--- src/rtl/int2fp_pkg.sv ---
// Shared types, constants and the leading-one helper for the int2fp arbiter slice.
package int2fp_pkg;

    localparam int EXP_BIAS = 127;
    localparam int MANT_W   = 23;
    localparam int EXP_W    = 8;

    typedef enum logic [1:0] {
        IDLE,
        CONV,
        RESP
    } state_t;

    // Index of the most significant set bit; returns 0 for an all-zero input.
    function automatic logic [4:0] lzc32(input logic [31:0] v);
        logic [4:0] idx;
        idx = '0;
        for (int i = 0; i < 32; i++) begin
            if (v[i]) idx = i[4:0];
        end
        return idx;
    endfunction

endpackage

--- src/rtl/int2fp_core.sv ---
// Combinational signed 32-bit integer to IEEE-754 single converter.
// Truncates by default; define INT2FP_ROUND_NEAREST_EN for round-to-nearest-even.
module int2fp_core
    import int2fp_pkg::*;
(
    input  logic signed [31:0] int_i,
    output logic        [31:0] fp_o
);

    logic [31:0]      mag;
    logic [31:0]      norm;
    logic [4:0]       lead;
    logic [EXP_W-1:0] exp_b;
    logic [30:0]      body;

    always_comb begin
        // -2^31 maps to 0x80000000, which is already the correct unsigned magnitude
        mag   = int_i[31] ? (~$unsigned(int_i) + 32'd1) : $unsigned(int_i);
        lead  = lzc32(mag);
        norm  = mag << (5'd31 - lead);
        exp_b = EXP_W'(EXP_BIAS) + {3'b000, lead};
        body  = {exp_b, norm[30:30-MANT_W+1]};
`ifdef INT2FP_ROUND_NEAREST_EN
        // Carry out of the mantissa ripples straight into the exponent field
        body  = body + {30'd0, norm[7] & ((|norm[6:0]) | norm[8])};
`endif
        fp_o  = (mag == 32'd0) ? 32'd0 : {int_i[31], body};
    end

endmodule

--- src/rtl/int2fp_arbiter.sv ---
// Two-requester arbiter sharing one int-to-float converter; result returned with requester tag.
// Optional INT2FP_ROUND_NEAREST_EN selects round-to-nearest-even inside int2fp_core.
module int2fp_arbiter
    import int2fp_pkg::*;
#(
    parameter bit RR_EN_DEFAULT = 1'b1,
    parameter int DATA_W        = 32
) (
    input  logic              clk,
    input  logic              rst,
    input  logic              req0_valid,
    input  logic [DATA_W-1:0] req0_data,
    output logic              req0_ready,
    input  logic              req1_valid,
    input  logic [DATA_W-1:0] req1_data,
    output logic              req1_ready,
    output logic              out_valid,
    output logic [DATA_W-1:0] out_data,
    output logic              out_id,
    input  logic              out_ready,
    output logic              busy
);

    state_t                   state_q, state_d;
    logic                     rr_last_q, rr_last_d;
    logic signed [DATA_W-1:0] opnd_q, opnd_d;
    logic                     id_q, id_d;
    logic [DATA_W-1:0]        out_data_q, out_data_d;
    logic                     out_id_q, out_id_d;
    logic                     gnt0, gnt1;
    logic [DATA_W-1:0]        fp_res;

    int2fp_core u_core (
        .int_i (opnd_q),
        .fp_o  (fp_res)
    );

    always_comb begin
        state_d    = state_q;
        rr_last_d  = rr_last_q;
        opnd_d     = opnd_q;
        id_d       = id_q;
        out_data_d = out_data_q;
        out_id_d   = out_id_q;
        gnt0       = 1'b0;
        gnt1       = 1'b0;
        case (state_q)
            IDLE: begin
                // Ready is held low while reset is asserted even though state reads IDLE
                if (!rst) begin
                    if (req0_valid && req1_valid) begin
                        if (RR_EN_DEFAULT && !rr_last_q) gnt1 = 1'b1;
                        else                             gnt0 = 1'b1;
                    end else if (req0_valid) begin
                        gnt0 = 1'b1;
                    end else if (req1_valid) begin
                        gnt1 = 1'b1;
                    end
                end
                if (gnt0) begin
                    opnd_d    = req0_data;
                    id_d      = 1'b0;
                    rr_last_d = 1'b0;
                    state_d   = CONV;
                end else if (gnt1) begin
                    opnd_d    = req1_data;
                    id_d      = 1'b1;
                    rr_last_d = 1'b1;
                    state_d   = CONV;
                end
            end
            CONV: begin
                out_data_d = fp_res;
                out_id_d   = id_q;
                state_d    = RESP;
            end
            RESP: begin
                if (out_ready) state_d = IDLE;
            end
            default: state_d = IDLE;
        endcase
    end

    always_ff @(posedge clk or posedge rst) begin
        if (rst) begin
            state_q    <= IDLE;
            rr_last_q  <= 1'b1;
            opnd_q     <= '0;
            id_q       <= 1'b0;
            out_data_q <= '0;
            out_id_q   <= 1'b0;
        end else begin
            state_q    <= state_d;
            rr_last_q  <= rr_last_d;
            opnd_q     <= opnd_d;
            id_q       <= id_d;
            out_data_q <= out_data_d;
            out_id_q   <= out_id_d;
        end
    end

    assign req0_ready = gnt0;
    assign req1_ready = gnt1;
    assign out_valid  = (state_q == RESP);
    assign out_data   = out_data_q;
    assign out_id     = out_id_q;
    assign busy       = (state_q != IDLE);

endmodule

--- config.mk ---
export PLATFORM = sky130hd
export DESIGN_NAME = int2fp_arbiter
export DESIGN_NICKNAME = d
export VERILOG_FILES = /design/src/rtl/int2fp_pkg.sv /design/src/rtl/int2fp_core.sv /design/src/rtl/int2fp_arbiter.sv
export SDC_FILE = /design/constraint.sdc
export NUM_CORES = 1
export LEC_CHECK = 0
export BUFFER_PORTS_ARGS = -buffer_cell sky130_fd_sc_hd__buf_2
export CAP_MARGIN = 30
export CORE_MARGIN = 5
export CORE_UTILIZATION = 56
export DETAILED_ROUTE_END_ITERATION = 7
export PLACE_DENSITY = 0.79
export SLEW_MARGIN = 20
export SYNTH_ARGS = -nofsm -noshare
export SYNTH_HDL_FRONTEND = slang
export SYNTH_SLANG_ARGS = --single-unit
--- constraint.sdc ---
create_clock -name clk -period 7.55 [get_ports clk]
set_clock_uncertainty 0.2 [all_clocks]
set_input_delay 1.51 -clock clk [delete_from_list [all_inputs] [get_ports clk]]
set_output_delay 1.51 -clock clk [all_outputs]
set_load 0.01 [all_outputs]
==> out/metrics.cfg, run 1 <==
[status]
outcome = complete, no violations

[timing]
setup_tns_ns = 0
finalCriticalPeriod_ns = 6.07
rsz0062_at_grt = no
hold_viol = 0
fin_crit_sh_pct = 80.4
fmax_ghz = 0.165
hold_ws_ns = 0.259
final-setup-viol-count = 0
drv_slew = 0
worst_pin_slew_ns = 0.913
maxSlewHeadroom_pct = 38.6

[logic_synthesis]
syn-num-nets = 924
synth_seq_area_share_pct = 25.4
synthFlopType = dfrtp_1
synth_top_area_cell = dfrtp_1
ys_ff_latch = 69
synth_top_area_share_pct = 25.0
synth-edff-count = 0
syn_avg_cell_area_um2 = 7.99
synth_area_leaders = dfrtp_1 25%, mux2i_1 14%, a21oi_1 4.9%
netlist_area_um2 = 6810
netlist_instances = 852
yosys_warnings = 0
ys_types = 95
ys_async_sr_fraction_pct = 100

[critical_path]
crit_cells = 16
reg2regPathDepth = 16
r2r-start = opnd_q[0]
start_kind = register
cp_max_fo = 36
endpoint_kind = register
crit_chain = inv_1 > ha_1 > nor3b_2 > nand3_1 > o41ai_2 > xor2_1 > nand2_1 > a2111oi_2 > nor4_4 > nor2_4 > inv_4 > mux2_4 > nor2_1 > a211oi_1 > a2111oi_0 > o22a_1
cpPeakStageDelay_ns = 0.59
path_buf_inv = 2
worst-setup-path-type = register to register
critPathLaunch = opnd_q[0]
arrival_ns = 6.16
crit_slowest_cell = nor2_4
r2r-end = out_data[19]
worst_ep_required_time_ns = 7.64
critPathTopFamily = simple AND/OR/NAND/NOR gates
crit_end = out_data[19]
reg2reg_slack_ns = 1.48

[global_routing]
grt_pass1_vias = 6237
antenna_found_initial = 0
grt_max_degree = 70
grt_usage_pct = 26.8
grt_overflow = 0
grt_pass1_wl_um = 31900

[cts]
cts_resized = 0
cts.clk_slew.worst_paths_ns = 0.06
clockBufferDepth = 2
h-tree-depth = 3
post_cts_buffers = 0
clk_latency_ns = 0.36
cts_sinks = 69
cts_made_buffers = 9
root_buffer = clkbuf_16
postCtsHoldBufs = 0
cts_tree = done

[placed_design]
place_inst = 1037
dp_hpwl_um = 14500
placed_area_um2 = 7240
gp_congestion = 0.979
portBuffers = 105

[pwr]
p_per_area_nw_per_um2 = 533
pwr-share-clk_pct = 10.3
p_switching_mw = 2.18
irDropWorstVdd_v = 0.000230
power.total_mw = 4.02
p_sw_share_pct = 54.3
comb_power_share_pct = 70.8
p_leak_nw = 3.37
power_frac_seq_pct = 18.9
internal-power_mw = 1.84

[route]
antenna_left = 0
routed_wl_um = 19800
wl_per_cell_um = 18.8
num_vias = 6875
drc = 0
viasPerCell = 6.53
drt_first_iter_violations = 817
dr.pass1.iters = 6

[floorplanning]
die-area_um2 = 14500
initial_core_util_pct = 56.9
die_height_um = 120
fp.dieW_um = 120
core_region_area_um2 = 12000
io_pins = 106
rows = 40

[cells_and_area]
area_growth_pct = 10.8
final_nets = 974
num-fill-cells = 1022
drive_gt1_share_pct = 20.3
diodes = 0
final_cells = 1053
mostFrequentLayoutCells = 105 x buf_2, 94 x mux2i_1, 85 x nor2_1
stdcell_area_um2 = 7540
layout_commonest_cell = buf_2

[min_path]
min_path_type = register to register

[run]
max_cap_viol_count = 0

[cells by family after synthesis]
group | after synthesis | share of synthesized area [%]
buf+inv | 94 | 6.10
mux | 103 | 15.4
flops | 69 | 25.4
xor+xnor | 34 | 4.59
fa+ha+maj | 3 | 0.551
simple gates | 289 | 21.5
compound gates | 260 | 26.5
[state kept, by name, summed over array words and instances (netlist names)]
| register | cells |
|---|---|
| rr_last_q | 1 |
| opnd_q | 32 |
| id_q | 1 |
| state_q | 2 |
| out_id | 1 |
| out_data | 32 |
[worst reg2reg max path: stages, from the launching register on]
cell and delay [ns]:
dfrtp_1 0.57, inv_1 0.17, ha_1 0.30, nor3b_2 0.47
nand3_1 0.55, o41ai_2 0.47, xor2_1 0.36, nand2_1 0.15
a2111oi_2 0.46, nor4_4 0.09, nor2_4 0.59, inv_4 0.34
mux2_4 0.40, nor2_1 0.13, a211oi_1 0.07, a2111oi_0 0.47
o22a_1 0.23
[synth_stat cells, types with 5 or more instances]
| library cell | count |
|---|---|
| clkbuf_1 | 46 |
| buf_1 | 7 |
| o41ai_1 | 7 |
| o31ai_1 | 16 |
| o21ai_1 | 11 |
| o22ai_1 | 7 |
| or4_1 | 6 |
| nor4_1 | 9 |
| nand4_1 | 5 |
| mux2_2 | 7 |
| xnor2_1 | 16 |
| nand2_1 | 77 |
| o21ai_0 | 46 |
| nand2b_1 | 5 |
| buf_2 | 13 |
| o211ai_1 | 9 |
| dfrtp_1 | 68 |
| a221oi_1 | 5 |
| or2_2 | 6 |
| buf_4 | 5 |
| a22oi_1 | 6 |
| inv_1 | 17 |
| or3_1 | 10 |
| a31oi_1 | 9 |
| nor2b_1 | 8 |
| a211oi_1 | 8 |
| nor3_1 | 32 |
| a21oi_1 | 67 |
| nor2_1 | 85 |
| mux2i_1 | 94 |
| and2_1 | 5 |
| xor2_1 | 16 |
| nand3_1 | 14 |
[how the worst min path moves through the flow]
stage                       startpoint      endpoint  slack [ns]  cells past startpoint
after floorplan                   id_q          id_q        0.28                      2
after global placement    out_data[30]  out_data[30]        0.25                      2
after detailed placement   out_data[7]   out_data[7]        0.25                      2
after CTS                  out_data[7]   out_data[7]        0.26                      2
after global routing      out_data[13]  out_data[13]        0.30                      2
final                      out_data[7]   out_data[7]        0.26                      2
[final cells by class]
| cell class | count | area (um^2) | share of cell area, % |
|---|---|---|---|
| clock inverter | 5 | 52.6 | 0.697 |
| timing repair buffer | 113 | 598 | 7.93 |
| tap | 147 | 184 | 2.44 |
| sequential | 69 | 1730 | 22.9 |
| multi-input combinational | 689 | 4670 | 61.9 |
| inverter | 20 | 80.1 | 1.06 |
| clock buffer | 10 | 229 | 3.04 |
[power groups by stage]
stage / combinational, mW / sequential, mW / clock [mW]
6_report: 2.85 / 0.761 / 0.412
5_1_grt: 3.07 / 0.791 / 0.431
4_1_cts: 2.77 / 0.757 / 0.417
3_5_place_dp: 2.75 / 0.763 / 0
3_3_place_gp: 2.74 / 0.755 / 0
2_1_floorplan: 2.23 / 0.656 / 0
[per-layer routing]
metal / vias to the layer above / global-route usage [%] / share of wire (%) / wire length, um
met4: 0 / 11.0 / 3.1 / 615
met3: 57 / 4.54 / 7.9 / 1560
met5: - / 0 / 0 / 0
met2: 364 / 42.3 / 45 / 8930
met1: 3176 / 36.7 / 44 / 8680
li1: 3278 / - / - / -
[metrics by stage]
stage | util, % | worst slack [ns]
5_1_grt | 63.1 | 1.06
3_3_place_gp | 60.5 | 1.84
4_1_cts | 62.9 | 1.59
3_5_place_dp | 60.5 | 1.69
2_1_floorplan | - | 1.85
6_report | 63.1 | 1.48
Note: power is estimated with default switching activity, not from simulation.
==> run 2: changes to the inputs <==
==> constraint.sdc (replaced) <==
create_clock -name clk -period 5.6 [get_ports clk]
set_clock_uncertainty 0.2 [all_clocks]
set_input_delay 1.12 -clock clk [delete_from_list [all_inputs] [get_ports clk]]
set_output_delay 1.12 -clock clk [all_outputs]
set_load 0.01 [all_outputs]
==> out/metrics.cfg, run 2 (same netlist as run 1, synthesis figures left out) <==
[status]
outcome = complete, no violations

[min_path]
worst_hold_path.num_cells = 2  ; unchanged
min_path_type = register to register
worstHoldEndpoint = out_data[30]
hp-start = out_data[30]

[timing]
drv_slew = 0  ; unchanged
rsz0062_at_grt = no
fin_crit_sh_pct = 92.1  ; +12 points
hold_ws_ns = 0.264  ; +0.00486 ns
maxSlewHeadroom_pct = 47.2  ; +8.6 points
fmax_ghz = 0.194  ; +18%
final-setup-viol-count = 0  ; unchanged
finalCriticalPeriod_ns = 5.16  ; -0.910 ns
hold_viol = 0  ; unchanged
worst_pin_slew_ns = 0.789  ; -0.124 ns
setup_tns_ns = 0  ; unchanged

[floorplanning]
initial_core_util_pct = 56.9  ; unchanged
rows = 40  ; unchanged
die_height_um = 120  ; unchanged
fp.dieW_um = 120  ; unchanged
io_pins = 106  ; unchanged
core_region_area_um2 = 12000  ; unchanged
die-area_um2 = 14500  ; unchanged

[global_routing]
grt_usage_pct = 27.3  ; +0.51 points
antenna_found_initial = 0  ; unchanged
grt_overflow = 0  ; unchanged
grt_pass1_wl_um = 32300  ; +1.4%
grt_max_degree = 70  ; unchanged
grt_pass1_vias = 6242  ; +0.080%

[critical_path]
reg2reg_slack_ns = 0.44  ; -1.04 ns
reg2regPathDepth = 13  ; -3
worst-setup-path-type = register to register
cpPeakStageDelay_ns = 0.70  ; +0.11 ns
r2r-start = opnd_q[16]
arrival_ns = 5.21  ; -0.95 ns
critPathTopFamily = compound AO/OA/AOI/OAI gates
path_buf_inv = 1  ; -1
cp_max_fo = 20  ; -44%
r2r-end = out_data[3]
start_kind = register
endpoint_kind = register
crit_chain = or4_1 > or4_1 > or3_1 > o31ai_1 > o22ai_1 > a21oi_2 > o21ai_4 > buf_12 > mux2i_1 > mux2_2 > o21ai_0 > o22ai_1 > a22o_1
crit_slowest_cell = or4_1
worst_ep_required_time_ns = 5.65  ; -1.99 ns

[placed_design]
portBuffers = 105  ; unchanged
dp_hpwl_um = 15000  ; +3.1%
place_inst = 1067  ; +2.9%
gp_congestion = 1.03  ; +4.8%

[route]
wl_met3_um = 1560  ; +0.32%
viasPerCell = 6.46  ; -1.1%
wl_per_cell_um = 18.5  ; -1.7%
antenna_left = 0  ; unchanged
num_vias = 6999  ; +1.8%
wl_met2_um = 8980  ; +0.52%
top_layer_used = met4
dr.pass1.iters = 6  ; unchanged
met1_length_um = 8790  ; +1.2%
drt_first_iter_violations = 878  ; +7.5%
routed_wl_um = 20000  ; +1.2%
drc = 0  ; unchanged

[cts]
clk_latency_ns = 0.35  ; about the same
clockBufferDepth = 2  ; unchanged
cts_tree = done
cts_sinks = 69  ; unchanged
postCtsHoldBufs = 0  ; unchanged
h-tree-depth = 3  ; unchanged
cts_made_buffers = 9  ; unchanged
cts.clk_slew.worst_paths_ns = 0.06  ; about the same
post_cts_buffers = 0  ; unchanged
cts_resized = 0  ; unchanged
root_buffer = clkbuf_16

[run]
max_cap_viol_count = 0  ; unchanged

[cells_and_area]
mostFrequentLayoutCells = 105 x buf_2, 94 x mux2i_1, 85 x nor2_1
layout_commonest_cell = buf_2
diodes = 0  ; unchanged
final_nets = 1004  ; +3.1%
final_cells = 1084  ; +2.9%
finish.utilization_pct = 65.0  ; +1.9 points
drive_gt1_share_pct = 23.1  ; +2.7 points
area_growth_pct = 14.2

[pwr]
irDropWorstVdd_v = 0.000389  ; +69%
p_leak_nw = 3.51  ; +4.3%
p_per_area_nw_per_um2 = 718  ; +35%
power.total_mw = 5.58  ; +39%

## run 2: cell count changes in the layout (fill, tap and decap cells not counted)
cell        before  now
inv_6            0    1
clkinv_4         0    2
buf_4            7   36
clkinv_2         3    2
clkinvlp_4       1    2
bufinv_16        1    0
clkbuf_1         1    0
buf_12           1    2
## run 2: metal layers
metal | track usage [%] | vias to the layer above
met5 | 0 | -
met4 | 11.9 | 0
met3 | 3.98 | 60
met2 | 41.7 | 382
met1 | 38.6 | 3228
li1 | - | 3329
## run 2: how the worst max path moves through the flow
stage / from / to / slack, ns / depth (start not counted)
after floorplan: rst / req0_ready / 0.68 / 5
after global placement: opnd_q[16] / out_data[3] / 0.59 / 13
after detailed placement: opnd_q[16] / out_data[3] / 0.60 / 13
after CTS: opnd_q[16] / out_data[3] / 0.60 / 13
after global routing: opnd_q[6] / out_data[3] / 0.22 / 14
final: opnd_q[16] / out_data[3] / 0.44 / 13
## run 2: through the flow
step	worst slack, ns	instance area [um^2]
after floorplan	0.682	6810
after global placement	0.587	7480
after detailed placement	0.603	7480
after CTS	0.604	7750
after global routing	0.224	7770
final	0.442	7770
## run 2: layout make-up
| class | instances | area [um^2] |
|---|---|---|
| inverter | 20 | 80.1 |
| sequential | 69 | 1730 |
| clock inverter | 7 | 51.3 |
| fill | 1081 | 4190 |
| tap | 147 | 184 |
| timing repair buffer | 143 | 836 |
| clock buffer | 9 | 225 |
| multi-input combinational | 689 | 4670 |
## run 2: where the power goes
| group | switching (mW) | total (mW) | internal (mW) |
|---|---|---|---|
| combinational | 2.50 | 4.06 | 1.56 |
| clock | 0.235 | 0.535 | 0.300 |
| sequential | 0.276 | 0.988 | 0.712 |
## run 2: worst register-to-register path, stage by stage, from the launching register on
cell     delay (ns)
dfrtp_1        0.48
or4_1          0.70
or4_1          0.62
or3_1          0.47
o31ai_1        0.44
o22ai_1        0.27
a21oi_2        0.28
o21ai_4        0.16
buf_12         0.22
mux2i_1        0.16
mux2_2         0.31
o21ai_0        0.32
o22ai_1        0.19
a22o_1         0.22
